**config.mk**
```make
export PLATFORM = sky130hd
export DESIGN_NAME = clock_tune_ctl
export DESIGN_NICKNAME = d
export VERILOG_FILES = /design/src/rtl/clock_tune_ctl.sv
export SDC_FILE = /design/constraint.sdc
export NUM_CORES = 1
export LEC_CHECK = 0
export BUFFER_PORTS_ARGS = -buffer_cell sky130_fd_sc_hd__buf_2
export CORE_AREA = 5 5 254 256
export DETAILED_ROUTE_END_ITERATION = 16
export DIE_AREA = 0 0 259 261
export PLACE_DENSITY = 0.5
export SLEW_MARGIN = 0
export SYNTH_ARGS = -nofsm -noshare
export SYNTH_HDL_FRONTEND = slang
export SYNTH_SLANG_ARGS = --single-unit
```
**constraint.sdc**
```tcl
create_clock -name clk -period 9.9 [get_ports clk]
set_input_delay 0.495 -clock clk [delete_from_list [all_inputs] [get_ports clk]]
set_output_delay 0.495 -clock clk [all_outputs]
set_load 0.01 [all_outputs]
```
**src/rtl/clock_tune_ctl.sv**
```systemverilog
// Delay-line tap controller: counts oscillator edges over a window of clk cycles,
// compares the count with target +/- tol and steps a one-hot tap enable (linear or binary search).
module clock_tune_ctl #(
  parameter int NTAPS    = 512,
  parameter int IDX_W    = 9,
  parameter int CNT_W    = 32,
  parameter int INIT_TAP = 510,
  parameter int SETTLE   = 8,
  parameter int LOCK_CNT = 4
) (
  input  logic             clk,
  input  logic             reset,
  input  logic             enable,
  input  logic             mode,
  input  logic [CNT_W-1:0] window,
  input  logic [CNT_W-1:0] target,
  input  logic [CNT_W-1:0] tol,
  input  logic             osc_edge,
  output logic [NTAPS-1:0] en,
  output logic [IDX_W-1:0] tap,
  output logic [CNT_W-1:0] meas,
  output logic             meas_valid,
  output logic             lock,
  output logic             sat_lo,
  output logic             sat_hi,
  output logic [1:0]       state_dbg
);

  // Handshake: meas_valid is a one-cycle strobe with no back-pressure; meas is
  // stable while it is high, and tap/en/lock/sat_* update on the edge that ends it.

  typedef enum logic [1:0] {S_IDLE, S_SETTLE, S_MEASURE, S_EVAL} state_t;

  localparam int SET_W = $clog2(SETTLE + 1);
  localparam int RUN_W = $clog2(LOCK_CNT + 1);
  localparam logic [SET_W-1:0] SET_LAST = SET_W'(SETTLE - 1);
  localparam logic [RUN_W-1:0] RUN_MAX  = RUN_W'(LOCK_CNT);
  localparam logic [IDX_W-1:0] TAP_MAX  = IDX_W'(NTAPS - 1);
  localparam logic [IDX_W-1:0] TAP_MID  = IDX_W'((NTAPS - 1) / 2);
  localparam logic [IDX_W-1:0] TAP_INIT = IDX_W'(INIT_TAP);
  localparam logic [IDX_W:0]   HI_INIT  = (IDX_W+1)'(NTAPS - 1);

  state_t           state_q, state_d;
  logic [SET_W-1:0] settle_cnt;
  logic [CNT_W-1:0] win_cnt;
  logic [CNT_W-1:0] edge_cnt, edge_inc;
  logic [CNT_W-1:0] win_last;
  logic [CNT_W-1:0] meas_q;
  logic             meas_valid_q;
  logic [IDX_W-1:0] tap_q, tap_d;
  logic [IDX_W:0]   lo_q, lo_d, hi_q, hi_d;
  logic             bin_q, bin_d;
  logic             lock_q, lock_d;
  logic             sat_lo_q, sat_lo_d, sat_hi_q, sat_hi_d;
  logic [RUN_W-1:0] run_q, run_d;
  logic             last_in_q;
  logic [CNT_W:0]   hi_bound, lo_bound, meas_x;
  logic             fast, slow, in_band;
  logic [IDX_W:0]   lo_t, hi_t;

  assign win_last = (window == '0) ? '0 : window - CNT_W'(1);
  assign edge_inc = (osc_edge && (edge_cnt != '1)) ? edge_cnt + CNT_W'(1) : edge_cnt;

  always_comb begin
    state_d = state_q;
    unique case (state_q)
      S_IDLE:    if (enable) state_d = S_SETTLE;
      S_SETTLE:  if (settle_cnt == SET_LAST) state_d = S_MEASURE;
      S_MEASURE: if (win_cnt == win_last) state_d = S_EVAL;
      S_EVAL:    state_d = S_SETTLE;
      default:   state_d = S_IDLE;
    endcase
    if (!enable) state_d = S_IDLE;
  end

  // Band compare is one bit wider so target+tol cannot wrap.
  assign hi_bound = {1'b0, target} + {1'b0, tol};
  assign lo_bound = (tol > target) ? '0 : {1'b0, target - tol};
  assign meas_x   = {1'b0, meas_q};
  assign fast     = meas_x > hi_bound;
  assign slow     = meas_x < lo_bound;
  assign in_band  = !fast && !slow;

  always_comb begin
    tap_d    = tap_q;
    lo_d     = lo_q;
    hi_d     = hi_q;
    bin_d    = bin_q;
    sat_lo_d = 1'b0;
    sat_hi_d = 1'b0;
    lo_t     = lo_q;
    hi_t     = hi_q;
    if (bin_q) begin
      if (in_band) begin
        bin_d = 1'b0;
      end else begin
        if (fast) lo_t = {1'b0, tap_q} + (IDX_W+1)'(1);
        else      hi_t = (tap_q == '0) ? '0 : {1'b0, tap_q} - (IDX_W+1)'(1);
        lo_d = lo_t;
        hi_d = hi_t;
        if (lo_t >= hi_t) begin
          tap_d = (lo_t > {1'b0, TAP_MAX}) ? TAP_MAX : lo_t[IDX_W-1:0];
          bin_d = 1'b0;
        end else begin
          tap_d = IDX_W'((lo_t + hi_t) >> 1);
        end
      end
    end else if (fast) begin
      if (tap_q == TAP_MAX) sat_hi_d = 1'b1;
      else                  tap_d = tap_q + IDX_W'(1);
    end else if (slow) begin
      if (tap_q == '0) sat_lo_d = 1'b1;
      else             tap_d = tap_q - IDX_W'(1);
    end
  end

  // Run counter restarts at 1 whenever the in-band verdict flips.
  always_comb begin
    if ((run_q == '0) || (in_band != last_in_q)) run_d = RUN_W'(1);
    else if (run_q == RUN_MAX)                    run_d = run_q;
    else                                          run_d = run_q + RUN_W'(1);
    lock_d = lock_q;
    if (run_d >= RUN_MAX) lock_d = in_band;
  end

  always_ff @(posedge clk) begin
    if (reset) begin
      state_q      <= S_IDLE;
      settle_cnt   <= '0;
      win_cnt      <= '0;
      edge_cnt     <= '0;
      meas_q       <= '0;
      meas_valid_q <= 1'b0;
      tap_q        <= TAP_INIT;
      lo_q         <= '0;
      hi_q         <= '0;
      bin_q        <= 1'b0;
      lock_q       <= 1'b0;
      sat_lo_q     <= 1'b0;
      sat_hi_q     <= 1'b0;
      run_q        <= '0;
      last_in_q    <= 1'b0;
    end else begin
      state_q      <= state_d;
      meas_valid_q <= 1'b0;
      case (state_q)
        S_IDLE: begin
          settle_cnt <= '0;
          if (enable) begin
            bin_q <= mode;
            if (mode) begin
              tap_q <= TAP_MID;
              lo_q  <= '0;
              hi_q  <= HI_INIT;
            end
          end
        end
        S_SETTLE: begin
          settle_cnt <= settle_cnt + SET_W'(1);
          win_cnt    <= '0;
          edge_cnt   <= '0;
        end
        S_MEASURE: begin
          win_cnt  <= win_cnt + CNT_W'(1);
          edge_cnt <= edge_inc;
          if (state_d == S_EVAL) begin
            meas_q       <= edge_inc;
            meas_valid_q <= 1'b1;
          end
        end
        S_EVAL: begin
          settle_cnt <= '0;
          if (enable) begin
            tap_q     <= tap_d;
            lo_q      <= lo_d;
            hi_q      <= hi_d;
            bin_q     <= bin_d;
            sat_lo_q  <= sat_lo_d;
            sat_hi_q  <= sat_hi_d;
            run_q     <= run_d;
            last_in_q <= in_band;
            lock_q    <= lock_d;
          end
        end
        default: ;
      endcase
      if (!enable) begin
        lock_q <= 1'b0;
        run_q  <= '0;
      end
    end
  end

  assign en         = NTAPS'(1) << tap_q;
  assign tap        = tap_q;
  assign meas       = meas_q;
  assign meas_valid = meas_valid_q;
  assign lock       = lock_q;
  assign sat_lo     = sat_lo_q;
  assign sat_hi     = sat_hi_q;
  assign state_dbg  = state_q;

endmodule

```
**After elaboration in Yosys (flattened, before gate mapping)**

Index checks and enable logic that the tools add are counted.

- Register bits after elaboration: 140
- Logic and storage cells: 133

- Bitwise gates (word level): 2
- Reduce and logical (&&, ||, !) cells: 21
- Magnitude comparators: 6
- Equal/unequal tests: 19
- Shift operators: 1
- Muxes and demuxes: 57
- Add/sub/neg operators: 12

Operators by type and width:

| operator | number |
|---|---|
| 1-bit by 9-bit << shifter with 512-bit output (first input constant) | 1 |
| 10-bit 2-to-1 mux | 17 |
| 32-bit one-hot mux with 2 select lines | 2 |
| 9-bit 2-to-1 mux | 11 |
| 32-bit 2-to-1 mux | 3 |
| 32-bit by 1-bit adder with 32-bit output (second input constant) | 2 |
| 10-bit one-hot mux with 2 select lines | 2 |
| 32-bit by 32-bit adder with 33-bit output | 1 |
| 32-bit by 33-bit greater-than comparator with 1-bit output | 1 |
| 32-bit equality test | 1 |
| 32-bit greater-than comparator | 1 |
| 32-bit zero test | 1 |
| 32-bit less-than comparator | 1 |
| 32-bit != test (second input constant) | 1 |
| 32-bit by 1-bit subtractor with 32-bit output (second input constant) | 1 |
| 32-bit subtractor | 1 |
| 9-bit one-hot mux with 2 select lines | 1 |
| 1-bit 2-to-1 mux | 13 |
| 4-bit != test (second input constant) | 3 |
| 10-bit adder | 1 |
| 9-bit by 1-bit adder with 10-bit output (second input constant) | 1 |
| 10-bit >= comparator | 1 |
| 10-bit by 9-bit greater-than comparator with 1-bit output (second input constant) | 1 |
| 2-bit != test (second input constant) | 5 |
| 31 further kinds | 45 |

**Depth between registers and ports, before layout**

- Word-level depth: 14
- Depth in mapped cells: 41

**Worst setup path after synthesis**

Ideal clock, no wire load.

- Path kind: in2reg
- Start: input tol[9]
- End: register tap_q[6], in the netlist tap[6]
- Slack: 2.202 ns
- Stages: 36
- Data arrival time: 7.576 ns
- Data required time: 9.778 ns
- Cell sequence: inv_1 -> ha_1 -> clkbuf_1 -> nor2_1 -> a221oi_1 -> a21boi_0 -> nor3_1 -> a2111oi_0 -> o41ai_1 -> o21ai_0 -> a221o_1 -> a21oi_1 -> o21bai_1 -> xnor2_1 -> ha_1 -> nor3_1 -> nand2_1 -> nor3_1 -> nand4_1 -> nand4_1 -> o21ba_2 -> clkbuf_1 -> inv_1 -> clkbuf_1 -> clkbuf_1 -> o21ai_0 -> ha_1 -> o21bai_1 -> a21oi_1 -> o311ai_0 -> a21oi_1 -> a211o_1 -> and2_1 -> clkbuf_1 -> a211o_1 -> o32a_1

- Cells in the longest elaborated chain, start to end: 12
- Elaborated cells on any way between the ends: 30

Ends and longest elaborated chain:

| what | line | text |
|---|---|---|
| from (decl) | 17 | `input logic [CNT_W-1:0] tol,` |
| 32-bit by 32-bit adder with 33-bit output | 77 | `assign hi_bound = {1'b0, target} + {1'b0, tol};` |
| 32-bit by 33-bit greater-than comparator with 1-bit output | 80 | `assign fast = meas_x > hi_bound;` |
| 10-bit 2-to-1 mux | 97 | `if (fast) lo_t = {1'b0, tap_q} + (IDX_W+1)'(1);` |
| 10-bit 2-to-1 mux | 94 | `if (in_band) begin` |
| 10-bit 2-to-1 mux | 93 | `if (bin_q) begin` |
| 10-bit by 9-bit greater-than comparator with 1-bit output | 102 | `tap_d = (lo_t > {1'b0, TAP_MAX}) ? TAP_MAX : lo_t[IDX_W-1:0];` |
| 9-bit 2-to-1 mux | 102 |  |
| 9-bit 2-to-1 mux | 101 | `if (lo_t >= hi_t) begin` |
| 9-bit 2-to-1 mux | 94 |  |
| 9-bit 2-to-1 mux | 93 |  |
| 9-bit 2-to-1 mux | 173 | `if (enable) begin` |
| 9-bit one-hot mux with 2 select lines | 146 | `case (state_q)` |
| to (signal assigned) | 174 | `tap_q <= tap_d;` |
| to (decl) | 50 | `logic [IDX_W-1:0] tap_q, tap_d;` |

Several ways; a longest one is shown, not always the timed one. The select of a mux whose other input is x is not followed.
A chain may end at the register's enable or synchronous reset.

**Final worst setup path**

- Start: input tol[1]
- End: register tap_q[6], in the netlist tap[6]

The elaborated chain is that of the path after synthesis.

==> impl_metrics.tcl <==
set metrics [dict create \
    postRouteAntennaNets 0 \
    synth-edff-count 0 \
    synth_nets 2935 \
    worstMarginPinSlew_ns 1.25 \
    gp_congestion 0.942 \
    crit_fanout 37 \
    final_util 0.350 \
    rsz0062_at_grt "false" \
    fin_crit_sh 0.854 \
    tns_ns 0 \
    grt_max_degree 85 \
    dp_hpwl_mm 77.2 \
    p_comb_frac 0.275 \
    first_iter_violations 2146 \
    hold_class "reg2reg" \
    p_per_area_nw_per_um2 79.7 \
    cts_inserted_buffers 17 \
    critPathMaxStageDelay_ns 0.75 \
    grt_pass1_wl_mm 136 \
    antenna_found_initial 4 \
    wirelength_mm 95.4 \
    crit_top_cell "a21oi_1" \
    core_area_sq_um 62300 \
    avgSynthCellArea_sq_um 6.50 \
    clock-sinks 140 \
    start_util 0.278 \
    first_global_vias 20500 \
    syn_area_sq_um 17300 \
    p_leak_nw 10.0 \
    area_growth_pct 26.2 \
    seq_area_sq_um 2810 \
    fmax_mhz 118 \
    fin_nets 3457 \
    status "complete, no violations" \
    whs_path_depth 2 \
    io_pins 660 \
    clkLatencyLatePin_ns 0.43 \
    crit_type "in2reg" \
    cts_tree "built" \
    multi_input_area_sq_um 13400 \
    report.final.slew_viol_count 0 \
    cts.path.max_buffers 2 \
    yosysMostFrequentCell "nor2_1" \
    drive_gt1_frac 0.244 \
    path_clk_slew_ns 0.06 \
    yosys.area.top_type "dfxtp_1" \
    p_clk_frac 0.393 \
    synth_cell_types 79 \
    vdd_ir_drop_max_v 0.000117 \
    drcViolationCount 0 \
    setup_viol 0 \
    rows 92 \
    fin_crit_ns 8.45 \
    seq_area_frac_synth 0.162 \
    finalHoldViolations 0 \
    synth_top_area_share 0.162 \
    required_ns 10.21 \
    cp-end-kind "flip-flop" \
    crit_arrival_ns 8.76 \
    dieArea_sq_um 67600 \
    skew_ns 0.0202 \
    max_slew_margin 0.158 \
    vias_per_cell 5.34 \
    maxCapViolCount 0 \
    fill_cells 7058 \
    synthCells 2658 \
    synthArstFlopShare 0 \
    internal_power_w 0.00113 \
    cts_setup_buffers 0 \
    start_kind "input pin" \
    cts_root_buffer "clkbuf_16" \
    yosys_warnings 0 \
    firstDrtPassIters 6 \
    seqPwrFrac 0.332 \
    vias 21600 \
    swShare 0.350 \
    htree_levels 4 \
    die_h_microns 261 \
    design_power_total_w 0.00174 \
    slowest_stage "o311ai_0" \
    track_usage 0.263 \
    ys.flop_type "dfxtp_1" \
    hold_buffers 0 \
    ys_ff_latch 140 \
    synth.area.top_cells "dfxtp_1 (16%), nor2_1 (14%), ha_1 (12%)" \
    die_w_microns 259 \
    port_buffers 659 \
    wire_per_inst_microns 23.6 \
    reg2reg_depth 19 \
    grt-ovfl-total 0 \
    switching_power_w 0.000610 \
    ctsResizeCount 0 \
    synth_common_cells "nor2_1 (657), nand2_1 (209), ha_1 (172)" \
]
==> power groups by stage <==
stage               sequential [W]  clock [W]  combinational, W
floorplan                 0.000589          0          0.000325
global placement          0.000590          0          0.000475
detailed placement        0.000590          0          0.000473
CTS                       0.000577   0.000702          0.000476
global route              0.000578   0.000729          0.000532
finish                    0.000577   0.000685          0.000478
==> cells by family after synthesis <==
logic type / count (synthesis) / synth area share
and+or+nand+nor: 1355 / 0.353
muxes: 24 / 0.0146
DFF: 140 / 0.162
buffers and inverters: 289 / 0.0643
xor gates and xnor gates: 170 / 0.0869
AOI/OAI and AO/OA: 504 / 0.190
adders and majority gates: 176 / 0.129
==> flip-flops by register name, indices dropped and copies added (netlist names), 2 cells and up <==
name / flops
edge_cnt: 32
meas: 32
win_cnt: 32
hi_q: 10
lo_q: 10
tap: 9
settle_cnt: 4
run_q: 3
state_dbg: 2
==> metal layers <==
layer	vias up	routed length (microns)	global-route usage
met3	181	8230	0.0591
met1	10100	39100	0.335
li1	10200	-	-
met4	0	4890	0.124
met5	-	0	0
met2	1086	43200	0.425
==> area by class of cell <==
cell class | count | share of cell area
multi-input combinational | 2229 | 0.615
timing repair buffer | 691 | 0.162
sequential | 140 | 0.129
tap | 846 | 0.0485
clock buffer | 17 | 0.0195
inverter | 101 | 0.0174
clock inverter | 15 | 0.00872
antenna | 3 | 0.000344
==> worst paths after layout <==
kind | from | slack [ns] | endpoint
hold / removal | sat_lo | 0.45 | sat_lo
setup / recovery | tol[1] | 1.45 | tap[6]
setup reg to reg | meas[23] | 4.60 | tap[6]
hold reg to reg | sat_lo | 0.45 | sat_lo
==> metrics by stage <==
stage	std cells	setup slack, ns	instance area [sq um]	hold WS (ns)
after floorplan	2658	2.20	17300	0.458
after global placement	4007	1.30	21200	0.425
after detailed placement	4007	1.24	21200	0.436
after CTS	4039	1.64	21800	0.435
after global routing	4040	0.889	21800	0.455
final	4042	1.45	21800	0.447
==> cell usage in the layout, fill, tap and decap left out, drive strengths merged, types with 15 or more instances in the layout <==
| master | instances |
|---|---|
| or4 | 17 |
| xnor2 | 109 |
| a21oi | 155 |
| a31oi | 19 |
| nand3 | 91 |
| ha | 172 |
| nand2 | 209 |
| nor4 | 20 |
| clkbuf | 17 |
| dfxtp | 140 |
| o22ai | 15 |
| o21bai | 19 |
| or3 | 29 |
| a22oi | 25 |
| and2 | 16 |
| nand2b | 23 |
| xor2 | 60 |
| nand4 | 52 |
| and3 | 16 |
| nor3 | 155 |
| o21ai | 106 |
| nor2 | 657 |
| nor2b | 32 |
| inv | 111 |
| buf | 691 |
| a21o | 31 |
| a211oi | 36 |
==> worst max-delay path, delay by kind of cell <==
family	cells	cell delay, ns
and+or+nand+nor	4	0.85
muxes	1	0.34
xor gates and xnor gates	1	0.14
adders and majority gates	3	0.94
AOI/OAI and AO/OA	18	5.44
buffers and inverters	4	0.54
No activity file was read; power rests on OpenSTA's default activity.
